<file path="src/rtl/mem_arb_pkg.sv">
// Shared types and constants for the instruction/data cache memory arbiter.
package mem_arb_pkg;

    localparam int ADDR_W_DEF = 32;
    localparam int LINE_W_DEF = 128;

    // Byte-offset bits cleared to align an address to a 16-byte line or a 4-byte word
    localparam logic [3:0] LINE_OFS_MASK = 4'hF;
    localparam logic [3:0] WORD_OFS_MASK = 4'h3;

    typedef enum logic [2:0] {
        IDLE  = 3'd0,
        IC_RD = 3'd1,
        DC_RD = 3'd2,
        DC_WR = 3'd3,
        DONE  = 3'd4
    } state_e;

    typedef enum logic {
        GNT_IC = 1'b0,
        GNT_DC = 1'b1
    } owner_e;

endpackage

</file>
<file path="src/rtl/mem_arbiter_rr_arb2.sv">
// Two-way round-robin pick between the I-cache and D-cache with its last-grant history.
module rr_arb2
    import mem_arb_pkg::*;
(
    input  logic clk,
    input  logic rstn,
    input  logic en_i,
    input  logic req_ic_i,
    input  logic req_dc_i,
    output logic gnt_ic_o,
    output logic gnt_dc_o
);

    owner_e last_q;
    owner_e last_d;

    // On a tie the side that did not win last time gets the grant
    always_comb begin
        gnt_ic_o = req_ic_i && (!req_dc_i || (last_q == GNT_DC));
        gnt_dc_o = req_dc_i && !gnt_ic_o;
        last_d   = last_q;
        if (en_i && gnt_ic_o) begin
            last_d = GNT_IC;
        end else if (en_i && gnt_dc_o) begin
            last_d = GNT_DC;
        end
    end

    always_ff @(posedge clk or negedge rstn) begin
        if (!rstn) begin
            last_q <= GNT_DC;
        end else begin
            last_q <= last_d;
        end
    end

endmodule

</file>
<file path="src/rtl/mem_arbiter.sv">
// Arbitrates I-cache line fills and D-cache fills/word writes onto one RAM port,
// one transaction per grant, with a bounded wait for mem_ready.
module mem_arbiter
    import mem_arb_pkg::*;
#(
    parameter int ADDR_W  = ADDR_W_DEF,
    parameter int LINE_W  = LINE_W_DEF,
    parameter int TIMEOUT = 15
) (
    input  logic              clk,
    input  logic              rstn,
    input  logic              ic_req,
    input  logic [ADDR_W-1:0] ic_addr,
    input  logic              dc_rd_req,
    input  logic              dc_wr_req,
    input  logic [ADDR_W-1:0] dc_addr,
    input  logic [31:0]       dc_wdata,
    output logic              ic_done,
    output logic              dc_done,
    output logic              err,
    output logic [LINE_W-1:0] rdata_line,
    output logic [ADDR_W-1:0] mem_addr,
    output logic              mem_rd,
    output logic              mem_wr,
    output logic [31:0]       mem_wdata,
    input  logic [LINE_W-1:0] mem_rdata,
    input  logic              mem_ready
);

    localparam int CNT_W = $clog2(TIMEOUT + 1);
    localparam logic [ADDR_W-1:0] LINE_MASK = ~ADDR_W'(LINE_OFS_MASK);
    localparam logic [ADDR_W-1:0] WORD_MASK = ~ADDR_W'(WORD_OFS_MASK);

    state_e              state_q, state_d;
    owner_e              owner_q, owner_d;
    logic [CNT_W-1:0]    cnt_q, cnt_d;
    logic [ADDR_W-1:0]   addr_q, addr_d;
    logic [31:0]         wdata_q, wdata_d;
    logic [LINE_W-1:0]   rdata_q, rdata_d;
    logic                err_q, err_d;
    logic                grant_en;
    logic                gnt_ic, gnt_dc;

    assign grant_en = (state_q == IDLE);

    rr_arb2 u_rr (
        .clk      (clk),
        .rstn     (rstn),
        .en_i     (grant_en),
        .req_ic_i (ic_req),
        .req_dc_i (dc_rd_req | dc_wr_req),
        .gnt_ic_o (gnt_ic),
        .gnt_dc_o (gnt_dc)
    );

    always_comb begin
        state_d = state_q;
        owner_d = owner_q;
        cnt_d   = cnt_q;
        addr_d  = addr_q;
        wdata_d = wdata_q;
        rdata_d = rdata_q;
        err_d   = err_q;
        unique case (state_q)
            IDLE: begin
                cnt_d = '0;
                err_d = 1'b0;
                if (gnt_ic) begin
                    state_d = IC_RD;
                    owner_d = GNT_IC;
                    addr_d  = ic_addr;
                end else if (gnt_dc) begin
                    // A pending write goes first; a simultaneous read waits for the next grant
                    state_d = dc_wr_req ? DC_WR : DC_RD;
                    owner_d = GNT_DC;
                    addr_d  = dc_addr;
                    if (dc_wr_req) begin
                        wdata_d = dc_wdata;
                    end
                end
            end
            IC_RD, DC_RD, DC_WR: begin
                if (mem_ready) begin
                    state_d = DONE;
                    if (state_q != DC_WR) begin
                        rdata_d = mem_rdata;
                    end
                end else if (cnt_q == CNT_W'(TIMEOUT - 1)) begin
                    state_d = DONE;
                    err_d   = 1'b1;
                end else begin
                    cnt_d = cnt_q + CNT_W'(1);
                end
            end
            DONE: begin
                state_d = IDLE;
            end
            default: begin
                state_d = IDLE;
            end
        endcase
    end

    always_ff @(posedge clk or negedge rstn) begin
        if (!rstn) begin
            state_q <= IDLE;
            owner_q <= GNT_DC;
            cnt_q   <= '0;
            addr_q  <= '0;
            wdata_q <= '0;
            rdata_q <= '0;
            err_q   <= 1'b0;
        end else begin
            state_q <= state_d;
            owner_q <= owner_d;
            cnt_q   <= cnt_d;
            addr_q  <= addr_d;
            wdata_q <= wdata_d;
            rdata_q <= rdata_d;
            err_q   <= err_d;
        end
    end

    always_comb begin
        mem_rd     = (state_q == IC_RD) || (state_q == DC_RD);
        mem_wr     = (state_q == DC_WR);
        mem_addr   = '0;
        mem_wdata  = '0;
        if (mem_rd) begin
            mem_addr = addr_q & LINE_MASK;
        end else if (mem_wr) begin
            mem_addr  = addr_q & WORD_MASK;
            mem_wdata = wdata_q;
        end
        ic_done    = (state_q == DONE) && (owner_q == GNT_IC);
        dc_done    = (state_q == DONE) && (owner_q == GNT_DC);
        err        = (state_q == DONE) && err_q;
        rdata_line = rdata_q;
    end

endmodule
</file>
<file path="config.mk">
export PLATFORM = sky130hd
export DESIGN_NAME = mem_arbiter
export DESIGN_NICKNAME = d
export VERILOG_FILES = /design/src/rtl/mem_arb_pkg.sv /design/src/rtl/mem_arbiter_rr_arb2.sv /design/src/rtl/mem_arbiter.sv
export SDC_FILE = /design/constraint.sdc
export NUM_CORES = 1
export LEC_CHECK = 0
export CORE_AREA = 2 2 167 169
export DETAILED_ROUTE_END_ITERATION = 8
export DIE_AREA = 0 0 169 171
export GPL_TIMING_DRIVEN = 0
export PLACE_DENSITY_LB_ADDON = 0.05
export SKIP_CTS_REPAIR_TIMING = 1
export SLEW_MARGIN = 20
export SYNTH_ARGS = -nofsm -noshare
export SYNTH_HDL_FRONTEND = slang
export SYNTH_SLANG_ARGS = --single-unit
</file>
<file path="constraint.sdc">
create_clock -name clk -period 2.3 [get_ports clk]
set_input_delay 0.69 -clock clk [delete_from_list [all_inputs] [get_ports clk]]
set_output_delay 0.69 -clock clk [all_outputs]
set_load 0.02 [all_outputs]
</file>
==> results summary, run 1 <==
The leading cell type in the layout, fill and taps excluded is clkdlybuf4s50_1. STA classifies the critical path startpoint as a flip-flop. After layout, the worst path uses 105.7% of the clock period. The critical path starts at state_q[1]$_DFFE_PN0P_. The mean cell area of the mapped netlist came out at 13.06 sq um. IR analysis of the VDD net gives a maximum drop of 601.6 uV. The final RePlAce weighted congestion is 0.7954. The deepest clock path buffer count is 2. The number of buffer and inverter instances along the worst setup path is 4. Clock-pin slew was measured on the worst setup and hold paths at 0.08 ns. The startpoint identified for the worst register-to-register timing path is state_q[0]$_DFFE_PN0P_. TritonCTS built the clock tree. The hold violation total from the final report is 0. Traced cell by cell, the critical path runs through buf_6, o21ba_4, buf_6, buf_8, and2_1, buf_6. The first TritonRoute pass finished after 4 iterations. The global-route congestion overflow total came out at 0. The worst-case clock skew came out at 0.01712 ns. The cell count of the worst reg-to-reg path is 6. The sum of negative setup slack came out at -3.472 ns. In the post-route analysis, the smallest setup slack over all paths is -0.1317 ns.

Among all stages on the critical path, the largest delay is contributed by dfrtp_1. The antenna diode count is 0. The most critical setup path has its endpoint at mem_addr[26]. The distinct cell type count after synthesis is 36. The tightest slew margin relative to the limit is 63.23%. The post-synthesis instance area came out at 0.008434 sq mm. Once layout is complete, the utilization of the core stands at 51.65%. The critical path in this run is classified as reg2out. The switching part of the total power came out at 37.02%. The number of cell rows is 61.

The worst-path maximum fanout is 10. The min-delay analysis places its worst path in the category in2async. For this run, the leading register cell type out of synthesis is dfrtp_1.

The filler cells instantiated in the layout total 2473. The via count is 6821. The final period demand of the worst path came out at 2.432 ns. The final layout contains routed wiring with a total length of 27580 um.

The placeable core region came out at 0.02732 sq mm. In this run, the number of DRC markers left after iteration 0 of detailed routing was 331. The number of I/O port buffers is 419.

Across the whole layout, storage elements account for 0.005007 sq mm. The share of synthesized flip-flops with an asynchronous set or reset came out at 100.0%. Power spread over the standard cell area amounts to 1439 mW/mm^2. The highest attainable clock frequency is 411.2 MHz. From bottom edge to top edge, the die measures 171 um. The total CTS buffers came out at 17. The clock latency on the worst-skew pair came out at 0.44 ns. Setup violations remaining at the end of the flow were counted as 51. In the layout the commonest cells are 351 x clkdlybuf4s50_1, 198 x dfrtp_1, 159 x mux2_2.

Setup repair after global routing could not meet its margin everywhere. Hold is met by 0.1889 ns. Measured along the x axis, the die boundary spans 169 um. The number of nets with antenna violations after detailed routing is 0.

The leakage power is 5.888 nW. The aggregate global-route resource usage came out at 17.83%. In the final routed layout, each cell accounts on average for 18.87 um. The portion of total power attributed to combinational logic came out at 53.3%. The total number of yosys warnings came out at 0. The number of global-route vias before repair came to 6529. The most repeated library cell on the critical path is buf_6. The final reports fail on setup timing. For flop-to-flop paths, the worst setup slack is 0.09 ns.

The first global-routing pass estimated 39100 um of wire. The worst-margin pin slew is 0.5516 ns. Max-cap violations in this run came to 0. The part of the total power dissipated in sequential elements came out at 30.4%. The kind of cell with the highest combined delay along the critical path is buffers and inverters. The clock network accounts for 16.2% of the total power.

The final HPWL from detailed placement came out at 20470 um. The starting density of the core came out at 30.87%. The gate count of the mapped netlist came out at 646. The post-synthesis register bit count came out at 200. The fraction of layout cells with a size suffix above 1 is 31.99%. The run finished, with violations left.

The analysis attributes to net switching a power of 0.007520 W. The number of remaining DRC errors is 0. The relative area change from synthesis to final layout came out at 67.32%.

The number of antenna violations at the first check in global routing is 0. The max-slew violation count is 0. The cell sitting at the root of the clock tree is a clkbuf_16. The arrival time of data at the critical path endpoint came out at 1.74 ns. The floorplan step defined a die boundary enclosing 0.02890 sq mm. The internal power is 0.01279 W. The number of synthesized flops with an enable pin is 0.

The net count reported at finish is 1335. The critical path data required time came out at 1.61 ns. The worst register-to-register path ends at wdata_q[9]$_DFFE_PN0P_. The clock net sink count is 200. The pin count of the biggest net entering global routing came out at 76. The peak per-stage delay on the critical path came out at 0.39 ns.

Using the TritonRoute via totals, the vias-per-cell ratio works out to 4.666. The sequential fraction of the synthesis area is 59.37%. The count of H-tree levels built during CTS came out at 4. The total number of cells along the worst setup path came out at 6. The boundary pin count came out at 427. The worst setup path is captured at an output port.

In the final layout, the multi-input gates occupy 0.003306 sq mm.
[registers in the layout (all words and copies together), names as in the netlist]
name,cells
owner_q,1
state_q,3
u_rr.last_q,1
wdata_q,32
cnt_q,4
err_q,1
addr_q,30
rdata_line,128
[worst min path at each step]
stage / depth (start not counted) / startpoint / slack [ns] / to
finish: 1 / rstn / 0.19 / rdata_line[0]$_DFFE_PN0P_
global route: 1 / rstn / 0.21 / rdata_line[0]$_DFFE_PN0P_
CTS: 1 / rstn / 0.20 / rdata_line[0]$_DFFE_PN0P_
detailed placement: 1 / wdata_q[14]$_DFFE_PN0P_ / 0.48 / wdata_q[14]$_DFFE_PN0P_
global placement: 1 / wdata_q[14]$_DFFE_PN0P_ / 0.46 / wdata_q[14]$_DFFE_PN0P_
floorplan: 0 / rstn / 0.39 / addr_q[10]$_DFFE_PN0P_
[cell usage after synthesis, drive strengths merged (2+ instances only)]
| cell | n | share of area (%) |
|---|---|---|
| dfrtp | 198 | 59 |
| mux2 | 160 | 21 |
| and2 | 64 | 4.7 |
| a31oi | 33 | 2.4 |
| a21oi | 32 | 1.9 |
| o21ai | 32 | 1.9 |
| nand3 | 30 | 1.8 |
| clkbuf | 28 | 1.2 |
| buf | 24 | 1.7 |
| inv | 5 | 0.22 |
| a22o | 4 | 0.42 |
| nand2 | 4 | 0.18 |
| nor2 | 4 | 0.18 |
| and3 | 3 | 0.22 |
| nor3 | 3 | 0.18 |
| o21ba | 3 | 0.36 |
| dfstp | 2 | 0.62 |
| ha | 2 | 0.30 |
| o22a | 2 | 0.21 |
| or3 | 2 | 0.21 |
[per-layer routing]
metal  routed length, um  track usage (%)  up-vias  part of all wire [%]
li1                    -                -     3205                     -
met1               11250            21.74     3323                    41
met2               13660            30.74      265                    50
met3                2128            5.205       28                   7.7
met4                 545            5.128        0                   2.0
met5                   0                0        -                     0
[metrics by stage]
| step | area, sq um | setup slack [ns] | cells | total power, W |
|---|---|---|---|---|
| final | 14110 | -0.1317 | 1462 | 0.02031 |
| after global routing | 14110 | -0.1912 | 1462 | 0.02140 |
| after CTS | 13760 | -1.374 | 1446 | 0.01994 |
| after detailed placement | 13130 | -0.8951 | 1414 | 0.01659 |
| after global placement | 13070 | -8.749 | 1412 | 0.01651 |
| after floorplan | 8438 | 0.1291 | 647 | 0.01176 |
[area by class of cell]
type / count / share of cell area (%)
Tap cell: 346 / 3.068
Timing Repair Buffer: 437 / 31.15
Buffer: 51 / 2.252
Clock buffer: 18 / 3.041
Multi-Input combinational cell: 391 / 23.42
Sequential cell: 200 / 35.48
Clock inverter: 14 / 1.454
Inverter: 5 / 0.1330
[power by group through the flow]
stage               combinational (W)  sequential (W)  clock, W
floorplan                     0.00419         0.00758         0
global placement               0.0103         0.00617         0
detailed placement             0.0104         0.00623         0
CTS                            0.0104         0.00616   0.00338
global route                   0.0115         0.00642   0.00350
finish                         0.0108         0.00619   0.00329
[kinds of logic after synthesis]
kind of cell / count (synthesis) / share of synthesized area [%]
other: 1 / 0.04446
multiplexers: 160 / 21.36
buffers and inverters: 57 / 3.130
XOR/XNOR: 1 / 0.1039
flip-flops: 200 / 59.37
adder cells (fa/ha/maj): 2 / 0.2966
AO/OA/AOI/OAI: 110 / 7.744
AND/OR/NAND/NOR: 115 / 7.951
Note: power is estimated with default switching activity, not from simulation.
==> inputs of run 2 (changes only) <==
Settings changed: ABC_CLOCK_PERIOD_IN_PS set to 2420.
Clock period 2.3 ns to 2.42 ns, I/O delays scaled along.
==> run 2 against run 1 <==
The run still ends with setup timing left. First-iteration DRC count down 4.5%. Via count down 0.19%. Combinational power shrank 5%. Setup slack improved by 0.029 ns. Critical path type unchanged. Critical endpoint is now mem_wdata[21]. Largest cell class unchanged. Highest routed layer unchanged.
==> results summary, run 2 (synthesis gave the netlist of run 1 again) <==
The worst-margin pin slew is 0.5595 ns. The total power density per cell area came out at 1366 mW/mm^2. The slowest cell on the critical path is dfrtp_1. The number of nets with antenna violations after detailed routing came out at 0.

The instance count after placement with tap cells included came out at 1414. The most utilized layer in the global route result is met2. The via count is 6808. The most repeated library cell on the critical path is buf_6.

0 antenna diodes ended up in the layout. The number of antenna violations at the first check in global routing came out at 0. The clock transition time at the flip-flop clock pins of the worst setup and hold paths is 0.08 ns. The relative area change from synthesis to final layout is 67.56%. For this block, the initial DRC count from the detailed router was 316. The count of filler cells inserted in the layout came out at 2478.

The setup slack after placement is -0.8111 ns. The clock latency on the worst-skew pair is 0.44 ns. The final standard cell count with taps included and fillers excluded came out at 1460. The critical path is of the reg2out type.

The met1 track demand over resource in global routing is 21.74%. CTS built an H-tree with a depth of 4. Dividing the detail-routed via count by the number of cells gives 4.663. The library cell used most frequently in the layout, excluding fill and tap cells, is clkdlybuf4s50_1. Global routing used 17.83% of the available tracks across all layers. The boundary pin count is 427.

The arrival time of data at the critical path endpoint came out at 1.80 ns. The leakage power is 6.015 nW. The number of I/O port buffers came out at 419.

The final setup violation count came out at 19. The floorplan has 61 rows. The tightest slew margin relative to the limit is 62.70%.

The TritonCTS clock tree is yes. The highest attainable clock frequency came out at 396.4 MHz. The number of global-route vias before repair is 6529. No sink is reached through more buffers than the 2 on the longest clock path. For met2 alone, demand over resource in global routing was 30.74%.

The tool flagged a number of max-cap violations equal to 0. The flow ran to the end, but the final reports show violations. The net count reported at finish came out at 1333. From left edge to right edge, the die measures 169 um.

The peak per-stage delay on the critical path is 0.38 ns. Once the floorplan was initialized, standard cells occupied 30.87% of the core. The number of remaining DRC errors came out at 0. The die is 171 um tall.

The pre-antenna-repair detailed-routing pass consisted of 4 iterations. Setup repair after global routing could not meet its margin everywhere. The routed wire length came out at 27470 um. The path class of the tightest hold or removal check is in2async. The tree built by TritonCTS fans out to 200 sinks.

The final RePlAce weighted congestion came out at 0.7954. The top cell types in the final layout, fill and taps aside, are 351 x clkdlybuf4s50_1, 197 x dfrtp_1, 159 x mux2_2. The global-route wire length before repair is 39100 um. The critical path data required time came out at 1.69 ns. The total overflow left after global routing is 0. The final reports fail on setup timing. The final period demand of the worst path came out at 2.523 ns.

The cell sitting at the root of the clock tree is a clkbuf_16. The startpoint type of the worst setup path is a flip-flop. The fraction of layout cells with a size suffix above 1 came out at 31.15%.

The critical path goes through buf_6, and3_4, buf_6, buf_6, buf_6, and2_4, buf_6. The pin count of the biggest net entering global routing came out at 76. The max-slew violation count is 0. The register with the most flip-flops in the layout has 128 of them.

The worst-path maximum fanout came out at 8. STA classifies the critical path endpoint as an output port. Detailed placement finished with a half-perimeter wire length of 20470 um. Across all register-to-register paths, the minimum setup slack is 0.37 ns.

The die area is 0.02890 sq mm. The post-detailed-route wirelength per cell came out at 18.81 um. The hold violation total from the final report came out at 0.

The worst-case clock skew came out at 0.01788 ns. The global-route met3 utilization is 5.205%. The total CTS buffers is 17.

The ratio of final minimum period to clock period came out at 104.2%. The least setup slack across all paths after layout is -0.1027 ns. The peak ir drop on the vdd network came out at 571.9 uV. The placeable core region is 0.02732 sq mm.
[run 2: cell count changes in the layout (fill, tap and decap cells not counted), sizes merged]
cell | previous run | this run
clkbuf | 51 | 41
dlymetal6s2s | 0 | 9
and3 | 4 | 3
[run 2: area by class of cell]
cell class / count / area (sq um) / share of cell area (%)
Inverter: 5 / 18.77 / 0.1328
Multi-Input combinational cell: 390 / 3293 / 23.30
Clock buffer: 18 / 429.2 / 3.037
Clock inverter: 14 / 205.2 / 1.452
Buffer: 50 / 295.3 / 2.089
Timing Repair Buffer: 437 / 4449 / 31.48
Tap cell: 346 / 432.9 / 3.063
Sequential cell: 200 / 5009 / 35.44
[run 2: routing by layer]
| layer | vias to the layer above | share of wire [%] |
|---|---|---|
| met5 | - | 0 |
| met3 | 25 | 8.0 |
| li1 | 3202 | - |
| met1 | 3319 | 40 |
| met4 | 0 | 1.9 |
| met2 | 262 | 50 |
[run 2: power breakdown]
part | switching, W | total, W | leakage (nW) | internal [W]
Sequential | 0.000827 | 0.00590 | 2.35 | 0.00507
Clock | 0.00144 | 0.00312 | 0.307 | 0.00168
Combinational | 0.00485 | 0.0103 | 3.36 | 0.00542
Total | 0.00712 | 0.0193 | 6.02 | 0.0122
[run 2: final timing paths]
check	from	to	cells after the start
worst max-delay path	state_q[0]$_DFFE_PN0P_	mem_wdata[21]	7
worst min-delay path	rstn	rdata_line[0]$_DFFE_PN0P_	1
worst max register to register	state_q[0]$_DFFE_PN0P_	wdata_q[9]$_DFFE_PN0P_	5
worst min register to register	err_q$_DFFE_PN0P_	err_q$_DFFE_PN0P_	1
max in group asynchronous	rstn	owner_q$_DFFE_PN1P_	2
min in group clk	err_q$_DFFE_PN0P_	err_q$_DFFE_PN0P_	1
[run 2: stage by stage]
| step | total power (W) | setup TNS [ns] | hold slack (ns) | area [sq um] | util (%) |
|---|---|---|---|---|---|
| after floorplan | 0.01118 | 0 | 0.4304 | 8438 | - |
| after global placement | 0.01569 | -1821.39 | 0.4620 | 13070 | 47.82 |
| after detailed placement | 0.01577 | -88.65 | 0.4788 | 13130 | 48.04 |
| after CTS | 0.01895 | -64.30 | 0.2314 | 13760 | 50.36 |
| after global routing | 0.02034 | -3.249 | 0.2443 | 14130 | 51.72 |
| final | 0.01930 | -0.9886 | 0.2227 | 14130 | 51.72 |
[run 2: worst max-delay path: cells and delay by family, from the launching register on]
family	cells	cell delay (ns)
flip-flops	1	0.38
buffers and inverters	5	0.64
AND/OR/NAND/NOR	2	0.36
